**config.mk**
```make
export PLATFORM = sky130hd
export DESIGN_NAME = ir_nec_tx
export DESIGN_NICKNAME = d
export VERILOG_FILES = /design/src/rtl/ir_nec_defs.sv /design/src/rtl/ir_carrier_gen.sv /design/src/rtl/ir_nec_tx.sv
export SDC_FILE = /design/constraint.sdc
export NUM_CORES = 1
export LEC_CHECK = 0
export BUFFER_PORTS_ARGS = -buffer_cell sky130_fd_sc_hd__buf_4
export CAP_MARGIN = 20
export CORE_ASPECT_RATIO = 2
export CORE_MARGIN = 10
export CORE_UTILIZATION = 50
export CTS_CLUSTER_SIZE = 24
export DETAILED_ROUTE_END_ITERATION = 10
export GPL_TIMING_DRIVEN = 0
export PLACE_DENSITY = 0.69
export SETUP_SLACK_MARGIN = 0.15
export SLEW_MARGIN = 40
export SYNTH_ARGS = -nofsm -noshare
export SYNTH_HDL_FRONTEND = slang
export SYNTH_HIERARCHICAL = 1
export SYNTH_SLANG_ARGS = --single-unit
```
**constraint.sdc**
```tcl
create_clock -name CLK -period 3.5 [get_ports CLK]
set_input_delay 0.35 -clock CLK [delete_from_list [all_inputs] [get_ports CLK]]
set_output_delay 0.35 -clock CLK [all_outputs]
set_load 0.005 [all_outputs]
```
**src/rtl/ir_nec_defs.sv**
```systemverilog
// Shared NEC timing definitions: FSM state encodings and segment lengths in
// NEC units. The receiver reuses the unit counts for its timing windows.
package ir_nec_defs;

  typedef enum logic [2:0] {
    IDLE       = 3'd0,
    LEAD_MARK  = 3'd1,
    LEAD_SPACE = 3'd2,
    BIT_MARK   = 3'd3,
    BIT_SPACE  = 3'd4,
    STOP_MARK  = 3'd5,
    GAP        = 3'd6
  } nec_state_t;

  localparam int unsigned LEAD_MARK_UNITS  = 16;
  localparam int unsigned LEAD_SPACE_UNITS = 8;
  localparam int unsigned BIT_MARK_UNITS   = 1;
  localparam int unsigned ZERO_SPACE_UNITS = 1;
  localparam int unsigned ONE_SPACE_UNITS  = 3;
  localparam int unsigned STOP_UNITS       = 1;

  // Segment duration counters count down to zero, so they load length-1.
  function automatic logic [4:0] dur_load(input int unsigned units);
    return 5'(units - 1);
  endfunction

endpackage

```
**src/rtl/ir_carrier_gen.sv**
```systemverilog
// Carrier divider for the IR LED. The output is already gated by the
// envelope: it is low whenever Env is low, and every mark starts with a
// full high half-period because the phase restarts on each Env rise.
// Env is expected one cycle early (the value the envelope register is about
// to take), so carrier lines up with the registered envelope.
module ir_carrier_gen #(
  parameter int unsigned CARRIER_HALF = 658
) (
  input  logic CLK,
  input  logic RST_n,
  input  logic Env,
  output logic carrier
);

  localparam int unsigned CW = (CARRIER_HALF > 1) ? $clog2(CARRIER_HALF) : 1;
  localparam logic [CW-1:0] HALF_LAST = CW'(CARRIER_HALF - 1);

  logic [CW-1:0] half_cnt_reg;
  logic          env_d_reg;

  // Phase-reset divider: restart high on Env rise, toggle every half period.
  always_ff @(posedge CLK or negedge RST_n) begin
    if (!RST_n) begin
      half_cnt_reg <= '0;
      env_d_reg    <= 1'b0;
      carrier      <= 1'b0;
    end else begin
      env_d_reg <= Env;
      if (!Env) begin
        half_cnt_reg <= '0;
        carrier      <= 1'b0;
      end else if (!env_d_reg) begin
        half_cnt_reg <= '0;
        carrier      <= 1'b1;
      end else if (half_cnt_reg == HALF_LAST) begin
        half_cnt_reg <= '0;
        carrier      <= ~carrier;
      end else begin
        half_cnt_reg <= half_cnt_reg + 1'b1;
      end
    end
  end

endmodule

```
**src/rtl/ir_nec_tx.sv**
```systemverilog
// NEC infrared transmitter: leader, 32 data bits MSB first, stop mark and a
// gap that pads every frame to FRAME_UNITS units regardless of the code.
// UNIT_CYCLES must be at least 2 (Done is armed one cycle before the final
// unit tick).
module ir_nec_tx
  import ir_nec_defs::*;
#(
  parameter int unsigned UNIT_CYCLES  = 28125,
  parameter int unsigned CARRIER_HALF = 658,
  parameter bit          MODULATE     = 1'b1,
  parameter int unsigned FRAME_UNITS  = 192
) (
  input  logic        CLK,
  input  logic        RST_n,
  input  logic        Start,
  input  logic [31:0] Code,
  output logic        Busy,
  output logic        Done,
  output logic        Env,
  output logic        IR_Out
);

  localparam int unsigned UW = $clog2(UNIT_CYCLES);
  localparam int unsigned FW = $clog2(FRAME_UNITS + 1);
  localparam logic [UW-1:0] UNIT_LAST     = UW'(UNIT_CYCLES - 1);
  localparam logic [UW-1:0] UNIT_PRE_LAST = UW'(UNIT_CYCLES - 2);
  localparam logic [FW-1:0] FRAME_LAST    = FW'(FRAME_UNITS - 1);

  nec_state_t    state_reg;
  logic [UW-1:0] unit_cnt_reg;
  logic [FW-1:0] frame_cnt_reg;
  logic [4:0]    dur_cnt_reg;
  logic [5:0]    bit_cnt_reg;
  logic [31:0]   shift_reg;
  logic          busy_reg;
  logic          done_reg;
  logic          env_reg;

  logic unit_tick;
  logic seg_end;
  logic env_next;
  logic carrier;

  // Envelope lookahead: every segment boundary before the gap flips between
  // mark and space, so the next envelope is a toggle at each segment end.
  always_comb begin
    unit_tick = (state_reg != IDLE) && (unit_cnt_reg == UNIT_LAST);
    seg_end   = unit_tick && (dur_cnt_reg == '0) && (state_reg != GAP);
    env_next  = env_reg;
    if (state_reg == IDLE) begin
      env_next = Start;
    end else if (seg_end) begin
      env_next = ~env_reg;
    end
  end

  // Frame sequencer: unit timing, segment durations, bit shifting, outputs.
  always_ff @(posedge CLK or negedge RST_n) begin
    if (!RST_n) begin
      state_reg     <= IDLE;
      unit_cnt_reg  <= '0;
      frame_cnt_reg <= '0;
      dur_cnt_reg   <= '0;
      bit_cnt_reg   <= '0;
      shift_reg     <= '0;
      busy_reg      <= 1'b0;
      done_reg      <= 1'b0;
      env_reg       <= 1'b0;
    end else begin
      done_reg <= 1'b0;
      env_reg  <= env_next;
      case (state_reg)
        IDLE: begin
          if (Start) begin
            shift_reg     <= Code;
            unit_cnt_reg  <= '0;
            frame_cnt_reg <= '0;
            bit_cnt_reg   <= '0;
            dur_cnt_reg   <= dur_load(LEAD_MARK_UNITS);
            busy_reg      <= 1'b1;
            state_reg     <= LEAD_MARK;
          end
        end
        default: begin
          unit_cnt_reg <= unit_tick ? '0 : unit_cnt_reg + 1'b1;
          if (unit_tick) begin
            frame_cnt_reg <= frame_cnt_reg + 1'b1;
            if (dur_cnt_reg != '0) begin
              dur_cnt_reg <= dur_cnt_reg - 1'b1;
            end else begin
              case (state_reg)
                LEAD_MARK: begin
                  state_reg   <= LEAD_SPACE;
                  dur_cnt_reg <= dur_load(LEAD_SPACE_UNITS);
                end
                LEAD_SPACE: begin
                  state_reg   <= BIT_MARK;
                  dur_cnt_reg <= dur_load(BIT_MARK_UNITS);
                end
                BIT_MARK: begin
                  state_reg   <= BIT_SPACE;
                  dur_cnt_reg <= shift_reg[31] ? dur_load(ONE_SPACE_UNITS)
                                               : dur_load(ZERO_SPACE_UNITS);
                end
                BIT_SPACE: begin
                  shift_reg <= {shift_reg[30:0], 1'b0};
                  if (bit_cnt_reg == 6'd31) begin
                    bit_cnt_reg <= '0;
                    state_reg   <= STOP_MARK;
                    dur_cnt_reg <= dur_load(STOP_UNITS);
                  end else begin
                    bit_cnt_reg <= bit_cnt_reg + 1'b1;
                    state_reg   <= BIT_MARK;
                    dur_cnt_reg <= dur_load(BIT_MARK_UNITS);
                  end
                end
                STOP_MARK: begin
                  state_reg   <= GAP;
                  dur_cnt_reg <= '0;
                end
                default: ;
              endcase
            end
          end
          // The gap ends on the frame counter, not on a segment length.
          if ((state_reg == GAP) && (frame_cnt_reg == FRAME_LAST)) begin
            if (unit_cnt_reg == UNIT_PRE_LAST) begin
              done_reg <= 1'b1;
            end
            if (unit_tick) begin
              state_reg     <= IDLE;
              busy_reg      <= 1'b0;
              unit_cnt_reg  <= '0;
              frame_cnt_reg <= '0;
            end
          end
        end
      endcase
    end
  end

  ir_carrier_gen #(
    .CARRIER_HALF(CARRIER_HALF)
  ) u_carrier (
    .CLK    (CLK),
    .RST_n  (RST_n),
    .Env    (env_next),
    .carrier(carrier)
  );

  generate
    if (MODULATE) begin : g_mod
      assign IR_Out = carrier;
    end else begin : g_nomod
      assign IR_Out = env_reg;
    end
  endgenerate

  assign Busy = busy_reg;
  assign Done = done_reg;
  assign Env  = env_reg;

endmodule

```
==> results.md, run 1 <==
* Status: complete, no violations
* Ys Warns at 6
* Final Setup Violations at 0
* Chip height at ~150 um
* Largest net degree at the start of global routing at 85
* PwrDens at 391 mW/mm^2
* Final Max Slew Viols at 0
* Post-route ant nets at 0
* Cell variety after synth at 55
* Slowest CP cell: nor4_2
* Cell internal pwr at 1590 uW
* Setup Skew at 8.91 ps
* Cell breakdown of the critical path: or3b_1, nor4_2, nand3_1, o21a_1, o221ai_1, o311ai_4, a21oi_1
* Max IR drop VDD at between 0.3 and 0.4 mV
* Synth Area per Inst at 9.26 sq um
* GRT Overall Usage at 17.4%
* CP Launch Type: flip-flop
* Clk slew on worst S/H paths at 60 ps
* First-pass GRT wire length at about 19000 um
* Final weighted congestion in routability-driven placement at 0.817
* Post-Syn Instances at 477
* Final Hold Viols at 0
* Async set-or-reset flop fraction in the synthesized netlist at 100%
* Max Cap Viol at 0
* CP max FO at 10
* Fmax achieved at 333 MHz
* Place WS at approximately 550 ps
* Final worst setup slack at 498 ps
* Sw frac at 20.8%
* Initial Utilization at 51.1%
* Yosys reg bits at 84
* Setup CP Type: reg2reg
* Critical path required time at 3750 ps
* Fillers at approximately 800
* Die area at between 0.01 and 0.015 sq mm
* Post-synth EDFFs at 0
* Total wire length at roughly 11000 um
* Clk Latency, worst-skew pair at 340 ps
* Period utilization at 85.8%
* HP Class: in2async
* TNS Setup at 0 ps
* Remaining DRCs at 0
* Die W at 86.5 um
* Ratio of cells with drive above 1 in the final layout at between 10% and 20%
* Leakage at 0.00205 uW
* Max FFs per register at 32
* Clock buffer depth at 2
* Worst hold slack at about 37 ps
* Slew margin rel. at 49.1%
* Synth Flop Type: dfrtp_1
* Comb power frac at under 10%
* Drt first pass iters at 5
* Antenna cells at 0
* Cell type contributing the most total cell area after synthesis: dfrtp_1
* Vias at 3814
* FF+latch area at 0.00210 sq mm
* Setup bufs post-CTS at 0
* Worst slew pin tran at 761 ps
* Multi-input gate area at 0.00215 sq mm
* R2R depth at 7
* Area Growth Syn to Fin at 16.5%
* Initial antenna violation count at 0
* Clock Sinks at 84
* Most frequent cell after synthesis: dfrtp_1
* Final Instance Area at ~0.0051 sq mm
* DR WL/cell at 17.5 um
* RSZ-0062 raised after global routing: false
* CP endpoint kind: flip-flop
* Clock Root Buffer: clkbuf_16
* Post-cts resize count at 0
* Core area at about 0.0086 sq mm
* NetSw at 417 uW
* Seq/Total Area, Yosys at 47.6%
* FP Rows at between 40 and 50
* CTS tree: done
* Number of CTS-inserted buffers at 9
* DR vias/cell at 6.04
* Clock power frac at 48.4%
* Syn Std Cell Area at roughly 0.0044 sq mm
* Reg2reg end: u_carrier/half_cnt_reg[6]
* GR Overflow Total at 0
* Top-area cell type share of the netlist area at 47.6%
* Sequential power share at 48.5%
* Htree depth at 3
* Port Buffer Count at 38
* Max incr delay on CP at 530 ps
* IO Pins at 39
* Final Critical Period at 3000 ps
* # hold bufs at CTS at 0
* HPWL Detailed at between 7000 and 8000 um
* Final Util at approximately 60%
* Reg2reg setup slack at 500 ps
* Reg2reg start: unit_cnt_reg[8]
* Top post-synthesis cells by area: dfrtp_1, o21ai_0, mux2i_1, nand2_1, ha_1
* Vias in the first global route at 4051
* Data arrival, critical path at 3250 ps
* Area post-placement at between 0.004 and 0.005 sq mm
* Syn Nets at 521
* Top post-synthesis cells by count: dfrtp_1, o21ai_0, nand2_1, mux2i_1, clkbuf_1
* Fin nets at 570
* Iteration-0 DRC Markers at approximately 240
-- area by class of cell --
class / count / area share [%]
timing repair buffer: 38 / 5.67
clock buffer: 12 / 4.99
tap: 100 / 2.43
inverter: 16 / 1.17
sequential: 84 / 40.9
clock inverter: 4 / 0.924
multi-input combinational: 351 / 41.9
buffer: 26 / 2.09
-- kinds of logic (layout without fill, tap and decap cells) --
kind of cell,Yosys count,in the layout,synth area share (%)
muxes,35,35,7.99
buffers and inverters,42,96,3.79
AOI/OAI and AO/OA,137,137,18.5
xor gates and xnor gates,3,3,0.595
adders and majority gates,9,9,2.55
and+or+nand+nor,167,167,19.0
DFF,84,84,47.6
-- power groups by stage --
| stage | Clock (uW) | Sequential [uW] | Combinational (uW) |
|---|---|---|---|
| 4_1_cts | 986 | 976 | 64.1 |
| 2_1_floorplan | 0 | 993 | 11.0 |
| 5_1_grt | 1020 | 975 | 70.9 |
| 6_report | 973 | 976 | 62.7 |
| 3_3_place_gp | 0 | 993 | 62.6 |
| 3_5_place_dp | 0 | 993 | 64.0 |
-- routing by layer --
metal,vias to the layer above,GRT usage (%),wire length [um],part of all wire (%)
met2,82,29.6,5790,52
li1,1835,-,-,-
met3,22,4.84,432,3.9
met4,0,8.77,365,3.3
met1,1875,18.9,4470,40
met5,-,0,0,0
-- through the flow --
step           power [uW]  std cells
2_1_floorplan        1000        477
3_3_place_gp         1060        615
3_5_place_dp         1060        615
4_1_cts              2030        631
5_1_grt              2070        631
6_report             2010        631
-- critical path, delay by kind of cell, from the launching register on --
| kind | cells | cell delay (ps) |
|---|---|---|
| flip-flops | 1 | 460 |
| AO/OA/AOI/OAI | 4 | 1190 |
| AND/OR/NAND/NOR | 3 | 1260 |
-- cells in the final DEF (no fill, tap or decap), types with 2 or more instances in the layout --
cell	netlist	layout
and3_1	5	5
mux2i_1	33	33
a21o_1	3	3
clkbuf_16	0	9
inv_1	16	16
or4_1	4	4
or3_1	8	8
o21ai_1	3	3
a311oi_1	2	2
xor2_1	2	2
mux2_2	2	2
clkbuf_8	0	3
nand2b_1	6	6
a31oi_1	11	11
or4_4	2	2
dfrtp_1	84	84
o21a_1	3	3
a21oi_1	14	14
nor3_1	16	16
nand2_1	63	63
clkinv_2	0	2
nand4_1	8	8
a211oi_1	4	4
nor2_1	19	19
buf_4	1	38
a211o_1	2	2
buf_2	5	5
nor4_1	4	3
nand3_1	19	19
clkbuf_1	20	21
o21ai_0	75	75
ha_1	9	9
o31ai_1	8	8
nand4b_1	2	2
-- worst max path at each step --
stage / from / to / cells after the start
after floorplan: unit_cnt_reg[8] / u_carrier/half_cnt_reg[2] / 8
after global placement: unit_cnt_reg[8] / u_carrier/half_cnt_reg[8] / 7
after detailed placement: unit_cnt_reg[8] / u_carrier/half_cnt_reg[8] / 7
after CTS: unit_cnt_reg[8] / u_carrier/half_cnt_reg[8] / 7
after global routing: unit_cnt_reg[8] / u_carrier/half_cnt_reg[8] / 7
final: unit_cnt_reg[8] / u_carrier/half_cnt_reg[6] / 7
No activity file was read; power rests on OpenSTA's default activity.
==> run 2: changes to the inputs <==
==> constraint.sdc (replaced) <==
create_clock -name CLK -period 2.9 [get_ports CLK]
set_input_delay 0.29 -clock CLK [delete_from_list [all_inputs] [get_ports CLK]]
set_output_delay 0.29 -clock CLK [all_outputs]
set_load 0.005 [all_outputs]
==> run 2 against run 1 <==
Compared with the run above:
- the flow now finishes with violations (negative hold slack)
- setup slack got worse by 240 ps
- die area did not move
- via count rose by 0.89%
- cell count rose by 0.48%
- sequential power rose by 21%
- combinational power rose by 20%
- critical path type unchanged
- critical endpoint is now u_carrier/half_cnt_reg[4]
==> results.md, run 2 (synthesis gave the netlist of run 1 again) <==
* Antenna cells at 0
* Multi-input gate area at 0.00223 sq mm
* Setup Skew at 8.21 ps
* Area Growth Syn to Fin at 18.9%
* CP Launch Type: flip-flop
* Final weighted congestion in routability-driven placement at 0.817
* FF+latch area at approximately 0.0021 sq mm
* Clk Latency, worst-skew pair at 340 ps
* Drt first pass iters at 4
* Failing checks: negative hold slack
* Leakage at 0.00211 uW
* Fmax achieved at between 300 and 400 MHz
* Final Util at between 60% and 70%
* Htree depth at 3
* HPWL Detailed at between 7000 and 8000 um
* Clock Sinks at 84
* GR Overflow Total at 0
* Initial antenna violation count at 0
* Remaining DRCs at 0
* CP endpoint kind: flip-flop
* Core area at 0.00865 sq mm
* GRT Overall Usage at 17.5%
* Max Cap Viol at 0
* DR WL/cell at 17.6 um
* Vias at 3848
* Slowest CP cell: or4_4
* Clock buffer depth at 2
* R2R depth at 8
* Worst slew pin tran at around 750 ps
* HP Class: in2async
* Commonest cells after routing, fill and taps aside: dfrtp_1, o21ai_0, nand2_1
* Clk slew on worst S/H paths at 60 ps
* Final worst setup slack at 258 ps
* Reg2reg start: unit_cnt_reg[12]
* Clock Root Buffer: clkbuf_16
* Die W at just under 90 um
* Final Max Slew Viols at 0
* Chip height at ~150 um
* Setup CP Type: reg2reg
* Max incr delay on CP at 560 ps
* PwrDens at approximately 460 mW/mm^2
* Total wire length at 11200 um
* DR vias/cell at about 6
* Fin nets at 573
* TNS Setup at 0 ps
* CP max FO at 10
* Number of CTS-inserted buffers at 9
* Largest net degree at the start of global routing at 85
* Reg2reg end: u_carrier/half_cnt_reg[4]
* Worst hold slack at -27.6 ps
* Fillers at around 790
* Critical path buffers and inverters at 1
* # hold bufs at CTS at 0
* RSZ-0062 raised after global routing: false
* Initial Utilization at 51.1%
* Commonest non-fill, non-tap cell in the layout: dfrtp_1
* Cell breakdown of the critical path: or3b_4, or4_4, buf_6, a211o_1, a22oi_2, o221ai_4, o311ai_4, nor2_1
* CP delay by family, top: simple AND/OR/NAND/NOR gates
* Critical path required time at 3110 ps
* Final Hold Viols at 14
* Vias in the first global route at 4073
* Slew margin rel. at 49.8%
* First-pass GRT wire length at 19200 um
* Final Setup Violations at 0
* Data arrival, critical path at 2850 ps
* Place WS at -53.7 ps
* Final Critical Period at 2640 ps
* Ratio of cells with drive above 1 in the final layout at 15.7%
* Max IR drop VDD at 0.399 mV
* Die area at 0.0132 sq mm
* Status: finished, violations left
* Max FFs per register at 32
* Reg2reg setup slack at 260 ps
* FP Rows at 48
* Iteration-0 DRC Markers at a little under 300
* Post-route ant nets at 0
* Period utilization at 91.1%
* Tot Pwr at 2430 uW
* CTS tree: done
* IO Pins at 39
* Port Buffer Count at 38
run 2: routing by layer:
| layer | wire, um | vias to the layer above | GRT usage [%] |
|---|---|---|---|
| met5 | 0 | - | 0 |
| met4 | 369 | 0 | 8.69 |
| met3 | 444 | 30 | 4.31 |
| met2 | 5900 | 84 | 30.1 |
| met1 | 4440 | 1890 | 19.1 |
| li1 | - | 1844 | - |
run 2: final cells by class:
class,count,area share [%]
inverter,16,1.14
sequential,84,40.1
tap,100,2.38
buffer,26,2.29
clock inverter,4,0.905
multi-input combinational,352,42.5
timing repair buffer,40,5.84
clock buffer,12,4.88
run 2: worst register-to-register path, stage by stage, from the launching register on:
cell and delay (ps):
dfrtp_1 420, or3b_4 450, or4_4 560, buf_6 170, a211o_1 280, a22oi_2 200
o221ai_4 200, o311ai_4 150, nor2_1 100
run 2: worst max-delay path by stage:
stage,startpoint,slack [ps],cells past startpoint,end
floorplan,unit_cnt_reg[8],420,8,u_carrier/half_cnt_reg[2]
detailed placement,unit_cnt_reg[8],-50,7,u_carrier/half_cnt_reg[8]
global placement,unit_cnt_reg[8],-330,7,u_carrier/half_cnt_reg[8]
finish,unit_cnt_reg[12],260,8,u_carrier/half_cnt_reg[4]
global route,unit_cnt_reg[9],160,8,u_carrier/half_cnt_reg[3]
CTS,unit_cnt_reg[9],160,8,u_carrier/half_cnt_reg[7]
run 2: report_power, final:
| part | switching [uW] | internal [uW] |
|---|---|---|
| registers | 2.80 | 1170 |
| clock network | 463 | 712 |
| logic | 37.8 | 37.6 |
| total | 503 | 1920 |
run 2: stage by stage:
| stage | hold slack, ps | std cells | instance area (sq um) |
|---|---|---|---|
| final | -27.6 | 634 | 5250 |
| after global routing | 25.4 | 634 | 5250 |
| after CTS | 35.3 | 632 | 5180 |
| after detailed placement | 399 | 615 | 4840 |
| after global placement | 465 | 615 | 4830 |
| after floorplan | -5.59 | 477 | 4420 |
run 2: what timing repair did:
item,in CTS,in global routing
hold endpoints to repair,0,0
setup endpoints to repair,40,41
pin swaps,2,6
gates cloned,1,0
setup buffers,0,2
resized for setup,5,20
==> run 3: changes to the inputs <==
--- a/config.mk
+++ b/config.mk
@@ -8,7 +8,7 @@
 export BUFFER_PORTS_ARGS = -buffer_cell sky130_fd_sc_hd__buf_4
 export CAP_MARGIN = 20
 export CORE_ASPECT_RATIO = 2
-export CORE_MARGIN = 10
+export CORE_MARGIN = 2
 export CORE_UTILIZATION = 50
 export CTS_CLUSTER_SIZE = 24
 export DETAILED_ROUTE_END_ITERATION = 10
==> run 3 against run 2 <==
Compared with the run above:
- the flow still finishes with violations (negative hold slack)
- power down 0.51%
- via count increased by 0.73%
- flip-flop and latch count is the same
- combinational power hardly changed
- routed wire length down 1.1%
- largest cell class unchanged
==> results.md, run 3 (synthesis gave the netlist of run 1 again) <==
* Final Max Slew Viols at 0
* Final Instance Area at 0.00525 sq mm
* Final Critical Period at 2700 ps
* Area post-placement at 0.00484 sq mm
* Final Hold Viols at 23
* Htree depth at 3
* Die W at 70.5 um
* Vias at around 3900
* CP max FO at 10
* DR vias/cell at roughly 6.1
* Fillers at approximately 750
* Area Growth Syn to Fin at 18.8%
* First-pass GRT wire length at about 19000 um
* Commonest cells after routing, fill and taps aside: dfrtp_1, o21ai_0, nand2_1
* Drt first pass iters at 5
* Final Setup Violations at 0
* Slew margin rel. at approximately 40%
* Antenna cells at 0
* PwrDens at roughly 460 mW/mm^2
* Max FFs per register at 32
* Initial antenna violation count at 0
* Vias in the first global route at 3936
* Leakage at 0.00211 uW
* GR Overflow Total at 0
* Slowest CP cell: or4_4
* Iteration-0 DRC Markers at 253
* RSZ-0062 raised after global routing: false
* Reg2reg end: u_carrier/half_cnt_reg[9]
* Core area at between 0.008 and 0.009 sq mm
* Clk slew on worst S/H paths at 70 ps
* Period utilization at between 90% and 100%
* Initial Utilization at between 50% and 60%
* HPWL Detailed at 7710 um
* GRT Overall Usage at 24.2%
* Number of CTS-inserted buffers at 9
* CTS tree: done
* Remaining DRCs at 0
* Chip height at between 100 and 150 um
* CP endpoint kind: flip-flop
* Worst slew pin tran at 881 ps
* Max IR drop VDD at between 0.3 and 0.4 mV
* Largest net degree at the start of global routing at 85
* Cell breakdown of the critical path: or3b_4, or4_4, buf_6, a2111oi_0, nor2_1, o221ai_2, o311ai_4, a21oi_1
* R2R depth at 8
* Status: finished, violations left
* Clock buffer depth at 2
* Commonest non-fill, non-tap cell in the layout: dfrtp_1
* Die area at 0.00965 sq mm
* Clk Latency, worst-skew pair at 340 ps
* Port Buffer Count at 38
* Critical path required time at 3150 ps
* Non-Filler Instances at 636
* HP Class: in2async
* Data arrival, critical path at between 2000 and 3000 ps
* Max Cap Viol at 0
* Failing checks: negative hold slack
* Ratio of cells with drive above 1 in the final layout at between 10% and 20%
* Max incr delay on CP at 550 ps
* Setup CP Type: reg2reg
* Fin nets at 575
* DR WL/cell at approximately 17 um
* Clock Sinks at 84
* Reg2reg setup slack at 200 ps
* IO Pins at 39
* Reg2reg start: unit_cnt_reg[9]
* Setup Skew at 7.68 ps
* Final weighted congestion in routability-driven placement at slightly below 0.9
* CP Launch Type: flip-flop
* Fmax achieved at 370 MHz
* Total wire length at 11000 um
* Clock Root Buffer: clkbuf_16
* FP Rows at 48
* Inst Count DP at about 600
* Worst hold slack at -54.3 ps
* Post-route ant nets at 0
-- run 3: cell types whose count changed in the layout (fill, tap and decap cells not counted), sizes merged --
cell / delta
buf: +2
clkbuf: -3
clkinvlp: +1
clkinv: +1
inv: +1
-- run 3: worst max-delay path: cells and delay by family, from the launching register on --
kind                   cells  cell delay, ps
AOI/OAI and AO/OA          4             900
buffers and inverters      1             180
DFF                        1             450
and+or+nand+nor            3            1090
-- run 3: report_power, final --
part | internal [uW] | total [uW] | switching, uW
combinational | 37.6 | 75.3 | 37.8
sequential | 1170 | 1180 | 2.76
clock | 671 | 1160 | 491
total | 1880 | 2410 | 531
-- run 3: repair_timing --
item	in CTS	in global routing
buffers inserted	0	4
gates cloned	0	1
hold buffers	0	0
gates resized for setup	5	15
endpoints found under the setup margin	42	44
pin swaps	0	4
-- run 3: cell type report --
class | instances | area [sq um] | area share, %
clock inverter | 7 | 76.3 | 1.45
tap | 100 | 125 | 2.38
clock buffer | 9 | 225 | 4.29
inverter | 16 | 60.1 | 1.14
sequential | 84 | 2100 | 40.1
timing repair buffer | 42 | 322 | 6.13
buffer | 26 | 119 | 2.27
multi-input combinational | 352 | 2220 | 42.2
-- run 3: routing by layer --
metal / track usage, % / routed length [um]
met5: 0 / 0
met2: 42.2 / 5970
met3: 3.76 / 390
met1: 28.2 / 4330
met4: 13.2 / 342
-- run 3: worst max-delay path by stage --
| stage | startpoint | cells after the start | endpoint |
|---|---|---|---|
| after detailed placement | unit_cnt_reg[8] | 7 | u_carrier/half_cnt_reg[9] |
| final | unit_cnt_reg[9] | 8 | u_carrier/half_cnt_reg[9] |
| after floorplan | unit_cnt_reg[8] | 8 | u_carrier/half_cnt_reg[2] |
| after global routing | unit_cnt_reg[9] | 8 | u_carrier/half_cnt_reg[9] |
| after CTS | dur_cnt_reg[0] | 10 | shift_reg[28] |
| after global placement | unit_cnt_reg[8] | 7 | u_carrier/half_cnt_reg[9] |
-- run 3: through the flow --
step / TNS [ps] / power (uW) / utilization, % / hold slack [ps] / setup slack (ps)
after floorplan: 0 / 1210 / - / -5.59 / 418
after global placement: -2450 / 1270 / 56.2 / 463 / -249
after detailed placement: -20.4 / 1280 / 56.3 / 399 / -20.4
after CTS: 0 / 2440 / 60.1 / 30.3 / 172
after global routing: 0 / 2490 / 61.1 / 29.0 / 144
final: 0 / 2410 / 61.1 / -54.3 / 196
